`src/rtl/mem_port_arbiter.sv`:
```
// ============================================================================
// mem_port_arbiter
//   Two-port (icache refill / data load-store) arbiter onto one memory port.
//   Revision: 1.0
// ============================================================================
`default_nettype none

module mem_port_arbiter #(
    parameter int FIXED_PRIO = 0,
    parameter int TIMEOUT    = 256,
    parameter int CNT_W      = 9
) (
    input  logic        clk,
    input  logic        resetn,
    input  logic        p0_valid_i,
    input  logic [31:0] p0_addr_i,
    output logic        p0_ready_o,
    output logic [31:0] p0_rdata_o,
    output logic        p0_err_o,
    input  logic        p1_valid_i,
    input  logic [31:0] p1_addr_i,
    input  logic [31:0] p1_wdata_i,
    input  logic [3:0]  p1_wstrb_i,
    output logic        p1_ready_o,
    output logic [31:0] p1_rdata_o,
    output logic        p1_err_o,
    output logic        mem_valid_o,
    input  logic        mem_ready_i,
    output logic [31:0] mem_addr_o,
    output logic [31:0] mem_wdata_o,
    output logic [3:0]  mem_wstrb_o,
    input  logic [31:0] mem_rdata_i
);

    typedef enum logic [1:0] {
        S_IDLE = 2'd0,
        S_REQ  = 2'd1,
        S_DONE = 2'd2
    } state_t;

    localparam logic [CNT_W-1:0] c_timeout = CNT_W'(TIMEOUT);
    localparam logic             c_wdog_en = (TIMEOUT != 0);

    state_t            state_q;
    logic              grant_q;
    logic              last_grant_q;
    logic [CNT_W-1:0]  cnt_q;
    logic              mem_valid_q;
    logic [31:0]       mem_addr_q;
    logic [31:0]       mem_wdata_q;
    logic [3:0]        mem_wstrb_q;
    logic              p0_ready_q;
    logic [31:0]       p0_rdata_q;
    logic              p0_err_q;
    logic              p1_ready_q;
    logic [31:0]       p1_rdata_q;
    logic              p1_err_q;

    logic              grant_d;
    logic [CNT_W-1:0]  cnt_d;
    logic              w_timeout_hit;
    logic              w_resp_done;
    logic [31:0]       w_resp_data;
    logic              w_resp_err;

    // Port 1 wins only when alone, or on a tie in round-robin mode after port 0.
    always_comb begin
        grant_d = 1'b0;
        if (p0_valid_i && p1_valid_i) begin
            grant_d = (FIXED_PRIO != 0) ? 1'b0 : ~last_grant_q;
        end else if (p1_valid_i) begin
            grant_d = 1'b1;
        end
    end

    assign cnt_d         = cnt_q + 1'b1;
    assign w_timeout_hit = c_wdog_en && (cnt_d == c_timeout);
    assign w_resp_done   = mem_ready_i || w_timeout_hit;
    assign w_resp_data   = mem_ready_i ? mem_rdata_i : 32'h0;
    assign w_resp_err    = !mem_ready_i;

    always_ff @(posedge clk) begin
        if (!resetn) begin
            state_q      <= S_IDLE;
            grant_q      <= 1'b0;
            last_grant_q <= 1'b1;
            cnt_q        <= '0;
            mem_valid_q  <= 1'b0;
            mem_addr_q   <= 32'h0;
            mem_wdata_q  <= 32'h0;
            mem_wstrb_q  <= 4'h0;
            p0_ready_q   <= 1'b0;
            p0_rdata_q   <= 32'h0;
            p0_err_q     <= 1'b0;
            p1_ready_q   <= 1'b0;
            p1_rdata_q   <= 32'h0;
            p1_err_q     <= 1'b0;
        end else begin
            p0_ready_q <= 1'b0;
            p1_ready_q <= 1'b0;
            case (state_q)
                S_IDLE: begin
                    if (p0_valid_i || p1_valid_i) begin
                        grant_q      <= grant_d;
                        last_grant_q <= grant_d;
                        mem_valid_q  <= 1'b1;
                        mem_addr_q   <= grant_d ? p1_addr_i  : p0_addr_i;
                        mem_wdata_q  <= grant_d ? p1_wdata_i : 32'h0;
                        mem_wstrb_q  <= grant_d ? p1_wstrb_i : 4'h0;
                        cnt_q        <= '0;
                        state_q      <= S_REQ;
                    end
                end
                S_REQ: begin
                    if (w_resp_done) begin
                        mem_valid_q <= 1'b0;
                        state_q     <= S_DONE;
                        if (grant_q) begin
                            p1_ready_q <= 1'b1;
                            p1_rdata_q <= w_resp_data;
                            p1_err_q   <= w_resp_err;
                        end else begin
                            p0_ready_q <= 1'b1;
                            p0_rdata_q <= w_resp_data;
                            p0_err_q   <= w_resp_err;
                        end
                    end else begin
                        cnt_q <= cnt_d;
                    end
                end
                S_DONE: begin
                    cnt_q   <= '0;
                    state_q <= S_IDLE;
                end
                default: begin
                    state_q <= S_IDLE;
                end
            endcase
        end
    end

    assign p0_ready_o  = p0_ready_q;
    assign p0_rdata_o  = p0_rdata_q;
    assign p0_err_o    = p0_err_q;
    assign p1_ready_o  = p1_ready_q;
    assign p1_rdata_o  = p1_rdata_q;
    assign p1_err_o    = p1_err_q;
    assign mem_valid_o = mem_valid_q;
    assign mem_addr_o  = mem_addr_q;
    assign mem_wdata_o = mem_wdata_q;
    assign mem_wstrb_o = mem_wstrb_q;

endmodule

`default_nettype wire

```
`config.mk`:
```
export PLATFORM = sky130hd
export DESIGN_NAME = mem_port_arbiter
export DESIGN_NICKNAME = d
export VERILOG_FILES = /design/src/rtl/mem_port_arbiter.sv
export SDC_FILE = /design/constraint.sdc
export NUM_CORES = 1
export LEC_CHECK = 0
export ABC_AREA = 1
export CAP_MARGIN = 20
export CORE_MARGIN = 1.5
export CORE_UTILIZATION = 25
export CTS_BUF_LIST = sky130_fd_sc_hd__clkbuf_8
export CTS_CLUSTER_SIZE = 40
export DETAILED_ROUTE_END_ITERATION = 12
export SYNTH_ARGS = -nofsm -noshare
export SYNTH_HDL_FRONTEND = slang
export SYNTH_SLANG_ARGS = --single-unit
```
`constraint.sdc`:
```
create_clock -name clk -period 2.5 [get_ports clk]
set_clock_uncertainty 0.05 [all_clocks]
set_input_delay 0.5 -clock clk [delete_from_list [all_inputs] [get_ports clk]]
set_output_delay 0.5 -clock clk [all_outputs]
set_load 0.03 [all_outputs]
```
==> results.toml <==
[setup_path]
rr_endpoint = "p1_rdata_o[22]"
reg2reg_depth = 13
r2r_start = "cnt_q[1]"
worstPathRequired_ns = 2.80
path_class = "reg2reg"
worstSetupStartpointType = "flop"
cp-end-kind = "flop"
worstPathMaxFanout = 53
crit_arrival_ns = 2.50
rrSetupSlack_ns = 0.30

[floorplanning]
die_x_um = 164.7
row_count = 58
start_util_pct = 25.73
num_io_pins = 274
core-area_um2 = 25400
die_area_um2 = 27120
die_y_um = 164.7

[logic_synthesis]
synth_edf_count = 0
async_flop_share_pct = 0
synth_warnings = 0
netlist_instances = 978
synth.distinct_cells = 25
synth_ff_type = "dfxtp_1"
avgSynthCellArea_um2 = 6.682
synth.net_count = 1117
ys_seq_elements = 150
ys_seq_area_share_pct = 45.95
netlist_area_um2 = 6535

[route]
drc = 0
antenna_left = 0
drt_iter0_markers = 352
via_per_inst = 4.277
wl_um = 21000
wire_per_inst_um = 13.39
vias = 6706
firstDrtPassIters = 5

[sta]
report.final.setup_viol = 0
clock.fmax_mhz = 455.4
fin_crit_sh_pct = 87.83
relSlewSlack_pct = 66.32
setup_slack_ns = 0.3042
hold_viol_final = 0
tns_ns = 0
period_needed_ns = 2.196
rsz0062_at_grt = "no"
tightest_slew_ns = 0.5052
maxSlewViolCount = 0

[clock_network]
numClockSinks = 150
cts_tree = "done"
htreeDepth = 4
cts_root_buf = "clkbuf_8"
cts.path.max_buffers = 2
cts_buffers = 17
path_clk_slew_ns = 0.10
postCtsSetupBuffers = 0
clk_latency_ns = 0.44

[min_path]
hp-class = "in2reg"
holdPathStages = 3
min_to = "mem_addr_o[12]"
hold_path_startpoint = "resetn"

[grt]
grt_pass1_wl_um = 32870
grt_max_degree = 76
first_global_vias = 6229
overflow = 0
grt_use_total_pct = 15.53
antenna_found_initial = 0

[layout]
fin_nets = 1364
drive_above_1_share_pct = 4.847
area_delta_synth_final_pct = 52.56
diodes = 0
nFillCells = 2693

[power_and_ir_drop]
power_leakage_nw = 4.335
power_mw = 5.915
powerDensity_nw_per_um2 = 593.3
ir_worst_vdd_mv = 0.2789

[placement]
hpwl_um = 14420
gp_congestion = 0.8167
place_ws_ns = 0.2487
io_buffers = 273

[run]
cap_viol_max_count = 0

[outcome]
status = "finished clean"
timing repair:
action / in CTS / in global routing
hold buffers: 0 / 0
resized for setup: 0 / 1
setup endpoints to repair: 0 / 32
layer usage:
metal	vias to the layer above	share of wire, %	GRT usage [%]
met5	-	0	0
met2	256	45	25.08
met4	0	1.0	4.505
met3	12	10	5.676
li1	3529	-	-
met1	2909	43	19.31
kinds of logic (layout without fill, tap and decap cells):
kind of cell	Yosys count	after routing	synth area share [%]
adder cells (fa/ha/maj)	2	2	0.3829
AO/OA/AOI/OAI	118	118	9.764
AND/OR/NAND/NOR	517	517	32.28
buffers and inverters	191	451	11.62
flip-flops	150	150	45.95
state kept, by name, indices dropped and copies added, names as in the netlist:
register,flops
p0_rdata_o,32
p1_ready_o,1
p1_rdata_o,32
mem_addr_o,32
p0_ready_o,1
p1_err_o,1
cnt_q,9
last_grant_q,1
mem_valid_o,1
state_q,2
mem_wstrb_o,4
p0_err_o,1
grant_q,1
mem_wdata_o,32
final cells by class:
type,instances,area (um^2),share of cell area (%)
Clock inverter,15,137.6,1.381
Multi-Input combinational cell,637,2783,27.91
Clock buffer,17,234.0,2.347
Timing Repair Buffer,291,2919,29.28
Sequential cell,150,3003,30.12
Inverter,128,480.5,4.819
Tap cell,330,412.9,4.142
how the worst max path moves through the flow:
stage          startpoint              to  slack, ns  cells past startpoint
2_1_floorplan    cnt_q[0]  p0_rdata_o[19]       0.57                     14
3_3_place_gp     cnt_q[0]   p1_rdata_o[0]       0.34                     13
3_5_place_dp     cnt_q[1]  p1_rdata_o[22]       0.25                     13
4_1_cts          cnt_q[1]  p1_rdata_o[22]       0.16                     13
5_1_grt          cnt_q[1]  p1_rdata_o[28]       0.04                     13
6_report         cnt_q[1]  p1_rdata_o[22]       0.30                     13
worst max-delay path, stage by stage, from the launching register on:
cell and delay [ns]:
dfxtp_1 0.40, ha_1 0.19, nand2_1 0.11, nor2_2 0.17, nand3_1 0.14, nand2_1 0.09
nor2_1 0.05, nand3_2 0.08, nand2_2 0.12, nand3_2 0.10, buf_6 0.35, nand2_1 0.11
nand2_1 0.08, nor2_1 0.04
Yosys cell counts, types with 2 or more instances:
| library cell | instances | area [um^2] |
|---|---|---|
| nor2_1 | 130 | 488.0 |
| buf_1 | 8 | 30.03 |
| o21ai_0 | 33 | 165.2 |
| clkbuf_1 | 41 | 153.9 |
| o31ai_1 | 2 | 15.01 |
| a21oi_1 | 48 | 240.2 |
| ha_1 | 2 | 25.02 |
| inv_1 | 124 | 465.5 |
| dfxtp_1 | 150 | 3003 |
| o21ai_1 | 2 | 10.01 |
| a31oi_1 | 32 | 200.2 |
| nand3_2 | 3 | 30.03 |
| buf_2 | 10 | 50.05 |
| buf_6 | 4 | 45.04 |
| clkinv_1 | 3 | 11.26 |
| nand3_1 | 47 | 235.2 |
| nand2_1 | 305 | 1145 |
| nand4_1 | 27 | 168.9 |
stage by stage:
step / std cells / instance area (um^2) / hold WS [ns] / util [%]
after floorplan: 978 / 6535 / 0.3787 / -
after global placement: 1536 / 9594 / 0.3909 / 37.77
after detailed placement: 1536 / 9594 / 0.4045 / 37.77
after CTS: 1568 / 9966 / 0.3817 / 39.24
after global routing: 1568 / 9970 / 0.4197 / 39.25
final: 1568 / 9970 / 0.4068 / 39.25
where the power goes:
part	internal [mW]	switching (mW)	leakage [nW]
combinational	0.622	0.826	2.92
sequential	2.55	0.0922	1.23
clock	0.731	1.09	0.189
placed cells by master (no fill, tap or decap), types with 2 or more instances in the layout:
cell / count
nand2_1: 305
clkdlybuf4s50_1: 272
dfxtp_1: 150
nor2_1: 128
inv_1: 125
a21oi_1: 48
nand3_1: 47
o21ai_0: 33
a31oi_1: 32
nand4_1: 27
clkbuf_8: 17
buf_4: 14
inv_6: 4
inv_8: 4
buf_12: 4
nand3_2: 3
inv_2: 2
clkinv_1: 2
nor2_2: 2
o21ai_1: 2
o31ai_1: 2
ha_1: 2
clkinv_4: 2
clkinvlp_4: 2
No activity file was read; power rests on OpenSTA's default activity.
